--- src/rtl/shared_unit_arbiter.sv ---
// shared_unit_arbiter: lets NUM_REQ two-operand elastic requesters share one
// in-order arithmetic/logic unit.
//
// Issue side: a requester is eligible once both its lhs and rhs are valid.
// The winner is picked round-robin and its operands are forwarded straight
// to the unit. The winner's index is pushed into an in-order tag FIFO.
// Return side: the FIFO head steers each unit result back to the requester
// that issued it. The arbiter adds no register stage on either path.
//
// Ports:
//   clk, rst                      clock (rising edge), async active-high reset
//   ins_lhs/_valid/_ready         packed per-requester lhs channels
//   ins_rhs/_valid/_ready         packed per-requester rhs channels
//   outs_result/_valid/_ready     per-requester result channels (data replicated)
//   unit_lhs/rhs/valid/ready      operand channel to the shared unit
//   unit_result/_valid/_ready     result channel from the shared unit
//
// Build option: define SHARED_UNIT_ARBITER_FIXED_PRIO_EN to use fixed
// priority, where the lowest index wins, instead of round-robin. The grant
// lock is kept in both builds.

// Per-lane steering: issue ready and result valid for one requester.
module shared_unit_arbiter_lane #(
  parameter int IDX_W = 1,
  parameter int LANE  = 0
) (
  input  logic [IDX_W-1:0] grant,
  input  logic [IDX_W-1:0] head,
  input  logic             fire,
  input  logic             ret_valid,
  output logic             in_ready,
  output logic             out_valid
);
  localparam logic [IDX_W-1:0] ID = IDX_W'(LANE);

  assign in_ready  = fire & (grant == ID);
  assign out_valid = ret_valid & (head == ID);
endmodule

module shared_unit_arbiter #(
  parameter int NUM_REQ      = 2,
  parameter int DATA_WIDTH   = 32,
  parameter int MAX_INFLIGHT = 4
) (
  input  logic                          clk,
  input  logic                          rst,
  input  logic [NUM_REQ*DATA_WIDTH-1:0] ins_lhs,
  input  logic [NUM_REQ-1:0]            ins_lhs_valid,
  output logic [NUM_REQ-1:0]            ins_lhs_ready,
  input  logic [NUM_REQ*DATA_WIDTH-1:0] ins_rhs,
  input  logic [NUM_REQ-1:0]            ins_rhs_valid,
  output logic [NUM_REQ-1:0]            ins_rhs_ready,
  output logic [NUM_REQ*DATA_WIDTH-1:0] outs_result,
  output logic [NUM_REQ-1:0]            outs_result_valid,
  input  logic [NUM_REQ-1:0]            outs_result_ready,
  output logic [DATA_WIDTH-1:0]         unit_lhs,
  output logic [DATA_WIDTH-1:0]         unit_rhs,
  output logic                          unit_valid,
  input  logic                          unit_ready,
  input  logic [DATA_WIDTH-1:0]         unit_result,
  input  logic                          unit_result_valid,
  output logic                          unit_result_ready
);
  localparam int IDX_W = $clog2(NUM_REQ);
  localparam int AW    = $clog2(MAX_INFLIGHT);
  localparam int PW    = AW + 1;

  logic [NUM_REQ-1:0][DATA_WIDTH-1:0] lhs_a, rhs_a;
  logic [NUM_REQ-1:0] req, rdy;
  logic               any_req, fire, pop, full, empty;
  logic [IDX_W-1:0]   pick, grant, head;
  logic               lock_vld;
  logic [IDX_W-1:0]   lock_idx;
  logic [IDX_W-1:0]   tags [MAX_INFLIGHT];
  logic [PW-1:0]      wr_ptr, rd_ptr;

  assign lhs_a   = ins_lhs;
  assign rhs_a   = ins_rhs;
  assign req     = ins_lhs_valid & ins_rhs_valid;
  assign any_req = |req;

`ifdef SHARED_UNIT_ARBITER_FIXED_PRIO_EN
  // Scan downward so the lowest set index is the last one written.
  always_comb begin
    pick = '0;
    for (int i = NUM_REQ - 1; i >= 0; i--)
      if (req[i]) pick = IDX_W'(i);
  end
`else
  logic [IDX_W-1:0] ptr;
  logic [IDX_W:0]   cand;
  logic             found;

  // First requester at or above ptr, wrapping; one extra bit holds the
  // unwrapped sum before the modulo.
  always_comb begin
    pick  = '0;
    found = 1'b0;
    cand  = '0;
    for (int k = 0; k < NUM_REQ; k++) begin
      cand = {1'b0, ptr} + (IDX_W+1)'(k);
      if (cand >= (IDX_W+1)'(NUM_REQ)) cand = cand - (IDX_W+1)'(NUM_REQ);
      if (!found && req[cand[IDX_W-1:0]]) begin
        found = 1'b1;
        pick  = cand[IDX_W-1:0];
      end
    end
  end

  always_ff @(posedge clk or posedge rst)
    if (rst)       ptr <= '0;
    else if (fire) ptr <= (grant == IDX_W'(NUM_REQ - 1)) ? '0 : grant + 1'b1;
`endif

  // A stalled offer keeps its winner, so the operands stay stable until the
  // unit accepts them.
  assign grant = lock_vld ? lock_idx : pick;

  // valid never looks at unit_ready; reset masks it immediately.
  assign unit_valid = ~rst & any_req & ~full;
  assign unit_lhs   = any_req ? lhs_a[grant] : '0;
  assign unit_rhs   = any_req ? rhs_a[grant] : '0;
  assign fire       = unit_valid & unit_ready;

  // Tag FIFO: an extra wrap bit on each pointer separates full from empty.
  assign empty = (wr_ptr == rd_ptr);
  assign full  = (wr_ptr[AW] != rd_ptr[AW]) && (wr_ptr[AW-1:0] == rd_ptr[AW-1:0]);
  assign head  = tags[rd_ptr[AW-1:0]];

  assign unit_result_ready = ~empty & outs_result_ready[head];
  assign pop               = unit_result_valid & unit_result_ready;

  always_ff @(posedge clk)
    if (fire) tags[wr_ptr[AW-1:0]] <= grant;

  always_ff @(posedge clk or posedge rst) begin
    if (rst) begin
      wr_ptr   <= '0;
      rd_ptr   <= '0;
      lock_vld <= 1'b0;
      lock_idx <= '0;
    end else begin
      if (fire) wr_ptr <= wr_ptr + 1'b1;
      if (pop)  rd_ptr <= rd_ptr + 1'b1;
      if (fire) lock_vld <= 1'b0;
      else if (unit_valid) begin
        lock_vld <= 1'b1;
        lock_idx <= grant;
      end
    end
  end

  assign outs_result   = {NUM_REQ{unit_result}};
  assign ins_lhs_ready = rdy;
  assign ins_rhs_ready = rdy;

  for (genvar i = 0; i < NUM_REQ; i++) begin : g_lane
    shared_unit_arbiter_lane #(.IDX_W(IDX_W), .LANE(i)) u_lane (
      .grant     (grant),
      .head      (head),
      .fire      (fire),
      .ret_valid (unit_result_valid & ~empty),
      .in_ready  (rdy[i]),
      .out_valid (outs_result_valid[i])
    );
  end
endmodule

--- config.mk ---
export PLATFORM = sky130hd
export DESIGN_NAME = shared_unit_arbiter
export DESIGN_NICKNAME = d
export VERILOG_FILES = /design/src/rtl/shared_unit_arbiter.sv
export SDC_FILE = /design/constraint.sdc
export NUM_CORES = 1
export LEC_CHECK = 0
export BUFFER_PORTS_ARGS = -buffer_cell sky130_fd_sc_hd__buf_2
export CAP_MARGIN = 10
export CELL_PAD_IN_SITES_DETAIL_PLACEMENT = 0
export CELL_PAD_IN_SITES_GLOBAL_PLACEMENT = 1
export CORE_AREA = 2 2 120 122
export CTS_CLUSTER_SIZE = 24
export DETAILED_ROUTE_END_ITERATION = 10
export DIE_AREA = 0 0 122 124
export PLACE_DENSITY_LB_ADDON = 0.1
export SLEW_MARGIN = 20
export SYNTH_ARGS = -nofsm -noshare
export SYNTH_HDL_FRONTEND = slang
export SYNTH_HIERARCHICAL = 1
export SYNTH_SLANG_ARGS = --single-unit
--- constraint.sdc ---
create_clock -name clk -period 3.9 [get_ports clk]
set_input_delay 0.78 -clock clk [delete_from_list [all_inputs] [get_ports clk]]
set_output_delay 0.78 -clock clk [all_outputs]
set_load 0.02 [all_outputs]
== Word level (Yosys, flattened, before mapping) ==
Memories as Yosys holds them, arrays and structs flattened.
Cells that the tools add are included.
Storage, ports and cells
  register bits after elaboration: 9
  latch bits: 0
  memory bits (writable): 4
  memory bits (read-only): 0
  bits of input ports: 170
  logic and storage cells: 67
  memories kept: 1
Cells by class
  add/sub/neg operators: 6
  multipliers: 0
  divide/modulo/power cells: 0
  $lt $le $gt $ge: 6
  equal/unequal tests: 3
  shifts and indexed selects: 0
  multiplexer cells: 23
  bitwise operators: 17
  reduce and logical (&&, ||, !) cells: 6
Memories
  tags: words 4, bits a word 1, read ports 1, clocked after Yosys merged registers in 0, write ports 1, RTL line 74  | logic [IDX_W-1:0] tags [MAX_INFLIGHT];
Operators by type and width (number)
  $mux 32: 6
  $mux 1: 17
  $and 1x1->1: 10
  $lt 1x2->1 const B: 4
  $add 3x1->3 const B: 2
  $not 1->1: 6
  $eq 3x3->1: 1
  $add 1x1->2 const B: 1
  $and 2x2->2: 1
  $eq 2x2->1: 1
  $ge 1x2->1 const B: 1
  $ge 2x2->1 const B: 1
  $logic_and 1x1->1: 2
  $reduce_and 2->1: 1
  $reduce_bool 2->1: 1
  $reduce_or 2->1: 1
  $sub 1x1->1 const B: 2
  $add 1x1->1 const B: 1
  $logic_not 1->1: 1
  $ne 1x1->1: 1

== Logic depth before layout (Yosys ltp) ==
Gate-level depths: netlist of the first run.
  word-level depth: 12
  depth in mapped cells: 7
  gate-level depth less buffers: 5

== Modules after synthesis ==
The synthesis of the first run kept the hierarchy.
By module, submodules not included
  shared_unit_arbiter: instances 1, cells an instance 337, area an instance 2105.8 µm²
  shared_unit_arbiter_lane (g_lane[0].u_lane): instances 1, cells an instance 2, area an instance 27.5 µm²
  shared_unit_arbiter_lane (g_lane[1].u_lane): instances 1, cells an instance 2, area an instance 12.5 µm²

== Worst setup path after synthesis of the first run ==
OpenSTA, ideal clock, no wires.
  path type: input to output
  start: input ins_lhs_valid[0]
  end: output ins_rhs_ready[1]
  data arrival time: 2.166 ns
  setup slack: 0.954 ns
  stages: 6
  buffers on the path: 2
  cells stage by stage: a22oi_1 -> a311oi_4 -> and2_1 -> buf_6 -> and2_1 -> buf_4
Between the ends
  elaborated cells on any way between the ends: 16
  those cells by class: mux: 8; bitwise: 5; reduce/logical: 3
RTL lines
  start, declared: RTL line 48  | input logic [NUM_REQ-1:0] ins_lhs_valid,
  $and 2x2->2: RTL line 79  | assign req = ins_lhs_valid & ins_rhs_valid;
  $reduce_or 2->1: RTL line 80  | assign any_req = |req;
  $and 1x1->1 (2 in series): RTL line 120  | assign unit_valid = ~rst & any_req & ~full;
  via unit_valid: RTL line 58  | output logic unit_valid,
  $and 1x1->1: RTL line 123  | assign fire = unit_valid & unit_ready;
  via fire: RTL line 70  | logic any_req, fire, pop, full, empty;
  $and 1x1->1: RTL line 36  | assign in_ready = fire & (grant == ID);
  end, declared: RTL line 52  | output logic [NUM_REQ-1:0] ins_rhs_ready,
The timed path passes the listed nets, and every way through them passes these cells. The select of a mux whose other input is x is not followed.

== Worst setup path after layout of the first run ==
  start: input ins_rhs_valid[0]
  end: output unit_rhs[16]
Between the ends
  cells in the longest elaborated chain, start to end: 11
  elaborated cells on any way between the ends: 15
  those cells by class: mux: 11; bitwise: 1; reduce/logical: 3
Ends and longest elaborated chain
  start, declared: RTL line 51  | input logic [NUM_REQ-1:0] ins_rhs_valid,
  $and 2x2->2 (*): RTL line 79
  $mux 1 (not written as such) (2 in series): RTL line 103  | if (!found && req[cand[IDX_W-1:0]]) begin
  $mux 1: RTL line 103
  $logic_not 1->1: RTL line 103
  $logic_and 1x1->1: RTL line 103
  $mux 1: RTL line 103
  $mux 1: RTL line 117  | assign grant = lock_vld ? lock_idx : pick;
  $mux 32 (not written as such) (2 in series): RTL line 122  | assign unit_rhs = any_req ? rhs_a[grant] : '0;
  $mux 32 (*): RTL line 122
  end, declared: RTL line 57  | output logic [DATA_WIDTH-1:0] unit_rhs,
Mark *: on every way between the ends. The rest lies on a longest branch, timed or not. The select of a mux whose other input is x is not followed.

==> results of run 1 <==
-- stage by stage --
stage | hold slack (ps) | setup WS, ps | total power [W]
3_3_place_gp | 500 | 651 | 0.00174
5_1_grt | 539 | 582 | 0.00207
3_5_place_dp | 499 | 657 | 0.00174
6_report | 504 | 707 | 0.00189
4_1_cts | 511 | 654 | 0.00194
2_1_floorplan | 474 | 954 | 0.00135
-- power by group through the flow --
| stage | clock network, W | registers (W) | logic [W] |
|---|---|---|---|
| after global routing | 0.000206 | 0.000266 | 0.00160 |
| after detailed placement | 0 | 0.000260 | 0.00148 |
| after global placement | 0 | 0.000260 | 0.00148 |
| after CTS | 0.000201 | 0.000259 | 0.00148 |
| after floorplan | 0 | 0.000244 | 0.00111 |
| final | 0.000193 | 0.000256 | 0.00144 |
-- worst max path at each step --
stage                     startpoint               end  slack [ps]  cells past startpoint
finish              ins_rhs_valid[0]      unit_rhs[16]         710                      8
global route        ins_rhs_valid[0]      unit_rhs[16]         580                      8
CTS                 ins_rhs_valid[0]      unit_rhs[16]         650                      8
detailed placement  ins_rhs_valid[0]      unit_rhs[16]         660                      8
global placement    ins_rhs_valid[0]      unit_rhs[16]         650                      8
floorplan           ins_lhs_valid[0]  ins_rhs_ready[1]         950                      6
-- kinds of logic after synthesis --
kind of cell | share of synthesized area, %
xor gates and xnor gates | 3.26
adders and majority gates | 2.92
and+or+nand+nor | 28.0
buffers and inverters | 28.7
AOI/OAI and AO/OA | 18.3
muxes | 2.74
DFF | 16.1
-- cell type report --
class / instances / area share, %
repair buffers: 215 / 37.2
clock buffers: 4 / 2.66
well taps: 180 / 7.59
inverters: 6 / 0.759
flip-flops and latches: 13 / 11.6
multi-input cells: 234 / 40.1
-- flip-flops by register name (all words and copies together) (netlist names) --
signal / flops
ptr: 1
wr_ptr: 3
rd_ptr: 3
tags: 4
lock_vld: 1
lock_idx: 1
-- per-layer routing --
metal  vias up  GRT usage [%]  part of all wire, %
li1       1289              -                    -
met1      1088           10.1                   36
met2       123           19.2                   53
met3        27           2.75                  9.0
met4         0           2.73                  1.9
met5         -              0                    0
-- cell usage in the layout (no fill, tap or decap), drive strengths merged, types with 4 or more instances in the layout --
cell type    n
buf        215
nand2      130
a21oi       65
dfrtp        9
inv          6
ha           5
xnor2        4
xor2         4
and3         4
edfxtp       4
clkbuf       4
==> key figures, run 1 <==
Timing
  – Pins Over Slew Limit: 0
  – Max Clk Rate: around 310 MHz
  – Tcrit/Tclk final: 81.9%
  – Least-Margin Pin Slew: 739 ps
  – Final TNS setup: 0 ps
  – Relative slew slack: around half
  – RSZ-0062 raised after global routing: no
  – Skew final: around 5.2 ps
  – # setup viols final: 0
  – Final hold vios: 0
  – Final min period: 3190 ps

Critical path
  – Crit path cell chain: buf_2 -> and3b_1 -> o31a_2 -> inv_2 -> buf_12 -> nand2_1 -> a21oi_1 -> buf_2
  – R2R Setup Slk: ~2000 ps
  – Worst endpoint required time: ~3100 ps
  – Worst EP arrival: around 2400 ps
  – Worst reg2reg path endpoint: rd_ptr[1]
  – Kind of critical path: in -> out
  – Crit path max-delay cell type: o31a_2
  – Worst r2r src: rd_ptr[0]
  – Critical Path Max Stage Delay: a little over 300 ps
  – Top delay family on crit path: buffers and inverters
  – CP Max Fanout: between 40 and 50
  – WP buf/inv: 4
  – Cell mode on critical path: buf_2
  – CP startpoint kind: input port
  – Worst setup EP type: output port
  – Worst-case reg-to-reg path depth: 4

Clock network
  – Num CTS Buffers: 3
  – Setup Fix Bufs, Post-CTS: 0
  – Worst-path clk slew: 40 ps
  – Post-cts sizing count: 0
  – H-Tree Depth: 1
  – Clk_lat worst skew: roughly 240 ps
  – CTS tree: done
  – CTS root buf: clkbuf_16
  – Clock Sinks: 13
  – Hold-fix buffers at CTS: 0
  – Max clock buf depth: 2

Status
  – Status: finished clean

Cells and area
  – Ant. Diodes: 0
  – Area of the multi-input gates: roughly 0.0012 mm2
  – Nets: 648
  – # fillers: 1595
  – Design area: about 0.003 mm2
  – Register area: around 350 um2
  – Share of layout cells above drive strength 1: 48.7%
  – Non-filler cells, final: around 650
  – Final core occ: between 20 and 25%
  – P&R area growth vs syn: 38.2%

Synthesis
  – Cell taking the most area after synthesis: buf_4
  – Top cells by area, synth: buf_4, nand2_1, a21oi_1
  – Count of cell types in the netlist: 29
  – Most used DFF post-synth: dfrtp_1
  – Sequential share of the synthesized area: between 10% and 20%
  – Post-synth EDFFs: 4
  – Post-synthesis async set-or-reset flop share: 69.2%
  – Most numerous cell in the Yosys netlist: nand2_1
  – Flops & latches, synth: 13
  – Cell area after synthesis: approximately 0.0021 mm2
  – Most common library cells after synthesis: nand2_1, buf_4, a21oi_1
  – YS warnings: 6
  – Synth Net Count: 516
  – Syn Inst Count: 341
  – Avg Inst Size Synth: 6.29 um2
  – Synth top area share: between 20% and 30%

Power and ir drop
  – Internal power: between 0.0008 and 0.0009 W
  – Static Leakage: 1.69 nW
  – Peak supply drop: about 0.25 mV
  – Comb power frac: about three quarters
  – Switching Power: 0.00104 W
  – Sw frac: a little under three fifths
  – Clock power share: roughly a tenth
  – PwrDens: 637 mW/mm2
  – Register share of total power: between 10% and 20%

GRT
  – Vias in the first global route: between 2000 and 2500
  – First-pass GRT wire length: roughly 12000 um
  – GRT Overall Usage: under 10%
  – Largest net degree at the start of global routing: 65
  – GRT overflow: 0
  – Initial antenna violation count: 0

Place
  – HPWL Detailed: 6780 um
  – RD Place Congestion: 0.704
  – Placed cell count: around 650
  – Placed cell area: 0.00289 mm2
  – Number of port buffers: approximately 210

Routing
  – Avg WL per Cell: roughly 13 um
  – DRT Pass-1 Iters: 4
  – Initial DRC Count: 76
  – Via count: approximately 2500
  – Final wirelength: approximately 8500 um
  – # DRC: 0
  – Via/cell ratio: 3.88
  – Post-route ant nets: 0

Worst hold path
  – Hold Crit Start: ptr
  – Hold Path End: ptr
  – Worst hold path type: reg -> reg
  – Hold path depth: 1

Floorplanning
  – Die Width: between 100 and 150 um
  – Die H: between 100 and 150 um
  – I/O pin total: 306
  – Row count: 43
  – Core ar.: 0.0137 mm2
  – Initial Util: between 15 and 20%
  – Die Area: approximately 0.015 mm2

Job
  – Max-Cap Viols: 0
Power figures use the tool's default switching activity.
==> run 2, diff against run 1 <==
- CORE_AREA: 2 2 120 122 -> 2 2 119 121
- DIE_AREA: 0 0 122 124 -> 0 0 121 123
- clock period: 3.9 -> 3.18 ns (I/O delays scaled with it)
==> run 2 against run 1 <==
Net effect: clock-buffer cell count decreased by 1; non-clock buffer count is 1 lower; hold slack got worse by 120 ps; first-iteration DRC count is 26% lower; global-route usage increased by 1.1 points; die area is 1.6% lower; register-to-register slack got worse by 720 ps; via count rose by 2.7%; cell count fell by 0.15%; clock skew barely moved; cell area is 0.21% higher; critical endpoint is now unit_rhs[22]; largest power group unchanged; highest routed layer is now met5.
==> key figures, run 2 (synthesized netlist as in run 1, its figures left out) <==
GRT
  – Largest net degree at the start of global routing: 71
  – First-pass GRT wire length: around 13000 um
  – Vias in the first global route: around 2500
  – GRT Overall Usage: a little over a tenth
  – Initial antenna violation count: 1
  – GRT overflow: 0

Power and ir drop
  – Peak supply drop: 0.358 mV
  – PwrDens: ~780 mW/mm2
  – Static Leakage: roughly 1.7 nW

Timing
  – Max Clk Rate: roughly 360 MHz
  – RSZ-0062 raised after global routing: no
  – # setup viols final: 0
  – Tcrit/Tclk final: approximately nine tenths
  – Final min period: around 2800 ps
  – Final TNS setup: 0 ps
  – Skew final: roughly 5.2 ps
  – Final hold vios: 0
  – Relative slew slack: 72.7%
  – WHS: around 380 ps
  – Pins Over Slew Limit: 0
  – Least-Margin Pin Slew: around 410 ps

Critical path
  – R2R Setup Slk: 1270 ps
  – WP buf/inv: 4
  – Critical Path Max Stage Delay: roughly 310 ps
  – Cell mode on critical path: buf_2
  – CP Max Fanout: 70
  – CP startpoint kind: input port
  – Kind of critical path: in -> out
  – Worst setup EP type: output port
  – Worst endpoint required time: between 2000 and 3000 ps
  – Crit path max-delay cell type: o31a_2
  – Worst-case reg-to-reg path depth: 4
  – Worst reg2reg path endpoint: rd_ptr[1]
  – Crit path cell chain: buf_2 -> and3b_1 -> o31a_2 -> inv_2 -> buf_12 -> nand2_1 -> a21oi_1 -> buf_2
  – Worst r2r src: rd_ptr[0]
  – Worst EP arrival: 2180 ps
  – Top delay family on crit path: buffers and inverters

Cells and area
  – Register area: between 300 and 400 um2
  – Most frequent cells in the layout: buf_2, nand2_1, a21oi_1
  – Nets: ~650
  – Most common cell after layout, fill and taps aside: buf_2
  – P&R area growth vs syn: 38.5%
  – Ant. Diodes: 0
  – # fillers: about 1600
  – Largest register FFs: 4
  – Area of the multi-input gates: 0.00119 mm2
  – Design area: ~0.0030 mm2
  – Share of layout cells above drive strength 1: 48.8%

Floorplanning
  – Die Area: between 0.01 and 0.015 mm2
  – Row count: 43
  – Die H: between 100 and 150 um
  – Core ar.: around 0.014 mm2
  – Initial Util: between 10% and 20%
  – Die Width: between 100 and 150 um
  – I/O pin total: just over 300

Status
  – Status: finished clean

Clock network
  – Clock Sinks: 13
  – Max clock buf depth: 2
  – H-Tree Depth: 1
  – CTS root buf: clkbuf_16
  – Hold-fix buffers at CTS: 0
  – Num CTS Buffers: 3
  – Clk_lat worst skew: 240 ps
  – CTS tree: done
  – Post-cts sizing count: 0
  – Setup Fix Bufs, Post-CTS: 0
  – Worst-path clk slew: ~50 ps

Place
  – Placed cell area: a little under 0.003 mm2
  – HPWL Detailed: between 7000 and 8000 um
  – RD Place Congestion: ~0.69
  – Number of port buffers: 209

Routing
  – # DRC: 0
  – Initial DRC Count: 56
  – Avg WL per Cell: about 14 um
  – Final wirelength: about 9000 um
  – Via count: between 2000 and 3000
  – Via/cell ratio: between 3 and 4
  – Post-route ant nets: 0
  – DRT Pass-1 Iters: 4

Worst hold path
  – Worst hold path type: in -> async

Job
  – Max-Cap Viols: 0
-- run 2: cell types whose count changed in the layout (fill, tap and decap cells not counted), sizes merged --
cell | before | now
clkbuf | 4 | 3
clkinv | 0 | 1
buf | 215 | 214
-- run 2: final cells by class --
| cell class | instances | area share, % |
|---|---|---|
| multi-input cells | 234 | 40.0 |
| inverters | 6 | 0.758 |
| well taps | 180 | 7.58 |
| repair buffers | 214 | 37.3 |
| clock inverters | 1 | 0.168 |
| flip-flops and latches | 13 | 11.6 |
| clock buffers | 3 | 2.53 |
-- run 2: through the flow --
step / total power [W] / std cells / worst slack, ps / util, %
6_report: 0.00232 / 651 / 364 / 21.8
5_1_grt: 0.00257 / 651 / 191 / 21.8
4_1_cts: 0.00238 / 651 / 290 / 21.8
3_5_place_dp: 0.00214 / 647 / 293 / 21.2
3_3_place_gp: 0.00214 / 647 / 296 / 21.2
2_1_floorplan: 0.00166 / 341 / 522 / -
-- run 2: report_power, final --
group	switching (W)	internal [W]
clock	0.0000689	0.000167
sequential	0.0000690	0.000246
combinational	0.00116	0.000614
total	0.00129	0.00103
-- run 2: layer usage --
| metal | global-route usage (%) | up-vias | part of all wire, % |
|---|---|---|---|
| met5 | 0 | - | 0.18 |
| met4 | 4.00 | 2 | 2.4 |
| met3 | 3.41 | 26 | 9.7 |
| met2 | 20.6 | 133 | 52 |
| met1 | 11.3 | 1145 | 36 |
| li1 | - | 1290 | - |
-- run 2: how the worst max path moves through the flow --
stage,cells after the start,slack (ps),to,startpoint
floorplan,6,520,ins_rhs_ready[1],ins_lhs_valid[0]
global placement,8,300,unit_rhs[22],ins_rhs_valid[0]
detailed placement,8,290,unit_rhs[22],ins_rhs_valid[0]
CTS,8,290,unit_rhs[22],ins_rhs_valid[0]
global route,8,190,unit_rhs[22],ins_rhs_valid[0]
finish,8,360,unit_rhs[22],ins_rhs_valid[0]
-- run 2: worst register-to-register path, delay by kind of cell (launching register included) --
kind,cells,cell delay [ps]
DFF,1,440
muxes,3,1140
and+or+nand+nor,1,230
==> run 3, diff against run 2 <==
- CORE_AREA: 2 2 119 121 -> 2 2 120 122
- DIE_AREA: 0 0 121 123 -> 0 0 122 124
- HOLD_SLACK_MARGIN: unset -> 0.06
- SYNTH_HIERARCHICAL: 1 -> unset
==> run 3 against run 2 <==
Net effect: global-route usage shrank 0.32 points; synthesized cell count grew 0.29%; highest routed layer is now met4; area after synthesis grew 0.35%; largest power group unchanged.
==> key figures, run 3 <==
Critical path
  – Critical Path Max Stage Delay: 320 ps
  – Kind of critical path: in -> out
  – Crit path cell chain: buf_2 -> and3b_1 -> o31a_2 -> inv_2 -> buf_4 -> nand2_1 -> a21oi_1 -> buf_2
  – Crit path max-delay cell type: o31a_2
  – Worst endpoint required time: around 2500 ps
  – CP startpoint kind: input port
  – CP Max Fanout: 13
  – Cell mode on critical path: buf_2
  – Top delay family on crit path: buffers and inverters
  – WP buf/inv: 4
  – Worst EP arrival: ~2200 ps
  – Worst setup EP type: output port

Routing
  – Via count: 2542
  – Post-route ant nets: 0
  – Final wirelength: a little under 9000 um
  – DRT Pass-1 Iters: 4
  – Via/cell ratio: around 3.9
  – Initial DRC Count: 57
  – # DRC: 0
  – Avg WL per Cell: 13.5 um

Clock network
  – Max clock buf depth: 2
  – Clock Sinks: 13
  – H-Tree Depth: 1
  – Post-cts sizing count: 0
  – Worst-path clk slew: ~40 ps
  – Num CTS Buffers: 3
  – CTS tree: done
  – CTS root buf: clkbuf_16
  – Clk_lat worst skew: between 200 and 250 ps
  – Setup Fix Bufs, Post-CTS: 0
  – Hold-fix buffers at CTS: 0

Floorplanning
  – Row count: 43
  – I/O pin total: 306
  – Core ar.: 0.0137 mm2
  – Die Area: ~0.015 mm2
  – Initial Util: between 10% and 20%
  – Die H: around 120 um
  – Die Width: roughly 120 um

Synthesis
  – Count of cell types in the netlist: 29
  – Most numerous cell in the Yosys netlist: nand2_1
  – Avg Inst Size Synth: 6.30 um2
  – Synth top area share: 24.4%
  – Post-synthesis async set-or-reset flop share: ~70%
  – Sequential share of the synthesized area: approximately 16%
  – Top cells by area, synth: buf_4, nand2_1, a21oi_1
  – Flops & latches, synth: 13
  – Most common library cells after synthesis: nand2_1, buf_4, a21oi_1
  – Most used DFF post-synth: dfrtp_1
  – Syn Inst Count: about 340
  – Cell area after synthesis: between 0.002 and 0.0025 mm2
  – Synth Net Count: 517
  – YS warnings: 0
  – Post-synth EDFFs: 4
  – Cell taking the most area after synthesis: buf_4

Power and ir drop
  – PwrDens: approximately 800 mW/mm2
  – Peak supply drop: roughly 0.38 mV
  – Static Leakage: ~1.7 nW

Timing
  – Max Clk Rate: approximately 350 MHz
  – Least-Margin Pin Slew: around 480 ps
  – # setup viols final: 0
  – Skew final: ~2.6 ps
  – Pins Over Slew Limit: 0
  – Final TNS setup: 0 ps
  – RSZ-0062 raised after global routing: no
  – Final min period: about 2900 ps
  – Tcrit/Tclk final: roughly nine tenths
  – Final hold vios: 0
  – Relative slew slack: roughly two thirds

GRT
  – GRT overflow: 0
  – First-pass GRT wire length: approximately 13000 um
  – GRT Overall Usage: a little over a tenth
  – Vias in the first global route: between 2000 and 2500
  – Largest net degree at the start of global routing: approximately 70
  – Initial antenna violation count: 0

Cells and area
  – # fillers: 1613
  – Share of layout cells above drive strength 1: about half
  – Most frequent cells in the layout: buf_2, nand2_1, a21oi_1
  – Nets: ~650
  – Register area: around 350 um2
  – Ant. Diodes: 0
  – Largest register FFs: 4
  – P&R area growth vs syn: 38.8%
  – Most common cell after layout, fill and taps aside: buf_2
  – Area of the multi-input gates: approximately 0.0012 mm2
  – Design area: between 0.002 and 0.003 mm2

Place
  – Number of port buffers: 209
  – RD Place Congestion: ~0.7
  – HPWL Detailed: 7090 um
  – Placed cell area: a little under 0.003 mm2

Worst hold path
  – Worst hold path type: in -> async

Status
  – Status: finished clean

Job
  – Max-Cap Viols: 0
-- run 3: cell families after synthesis --
kind of cell	after synthesis	share of synthesized area [%]
mux	5	3.43
xor+xnor	8	3.25
simple gates	142	26.5
compound gates	72	18.4
buf+inv	97	29.5
flops	13	16.0
fa+ha+maj	5	2.91
-- run 3: power breakdown --
group | internal [W] | switching, W
registers | 0.000247 | 0.0000751
clock network | 0.000168 | 0.0000633
logic | 0.000674 | 0.00117
-- run 3: area by class of cell --
type                    instances  share of cell area (%)
clock buffers                   4                    2.64
inverters                       6                   0.754
multi-input cells             232                    39.5
flip-flops and latches         13                    11.6
well taps                     180                    7.54
repair buffers                216                    38.0
-- run 3: metal layers --
metal,GRT usage [%],routed length [um],vias up
met1,11.9,3410,1088
met5,0,0,-
li1,-,-,1289
met4,3.30,170,0
met3,2.56,846,25
met2,19.7,4390,140
-- run 3: path summary, 6_finish.rpt --
path	depth (start not counted)	slack, ps	end	from
max	8	330	unit_lhs[31]	ins_lhs_valid[0]
min	2	390	wr_ptr[0]	rst
max reg2reg	4	1310	rd_ptr[1]	rd_ptr[0]
min reg2reg	1	530	ptr	ptr
max in group asynchronous	2	2520	wr_ptr[1]	rst
min in group clk	1	530	ptr	ptr
-- run 3: metrics by stage --
step / utilization, % / total power (W) / hold WS, ps / cells / setup slack, ps
floorplan: - / 0.00168 / 464 / 342 / 612
global placement: 21.2 / 0.00222 / 515 / 647 / 298
detailed placement: 21.2 / 0.00222 / 523 / 647 / 283
CTS: 21.8 / 0.00246 / 407 / 651 / 279
global route: 21.8 / 0.00266 / 414 / 651 / 216
finish: 21.8 / 0.00240 / 392 / 651 / 330
-- run 3: worst reg2reg max path, stage by stage (launching register included) --
cell and delay (ps):
dfrtp_1 440, mux4_2 580, mux2i_1 180, nor2_1 200, mux2_2 360
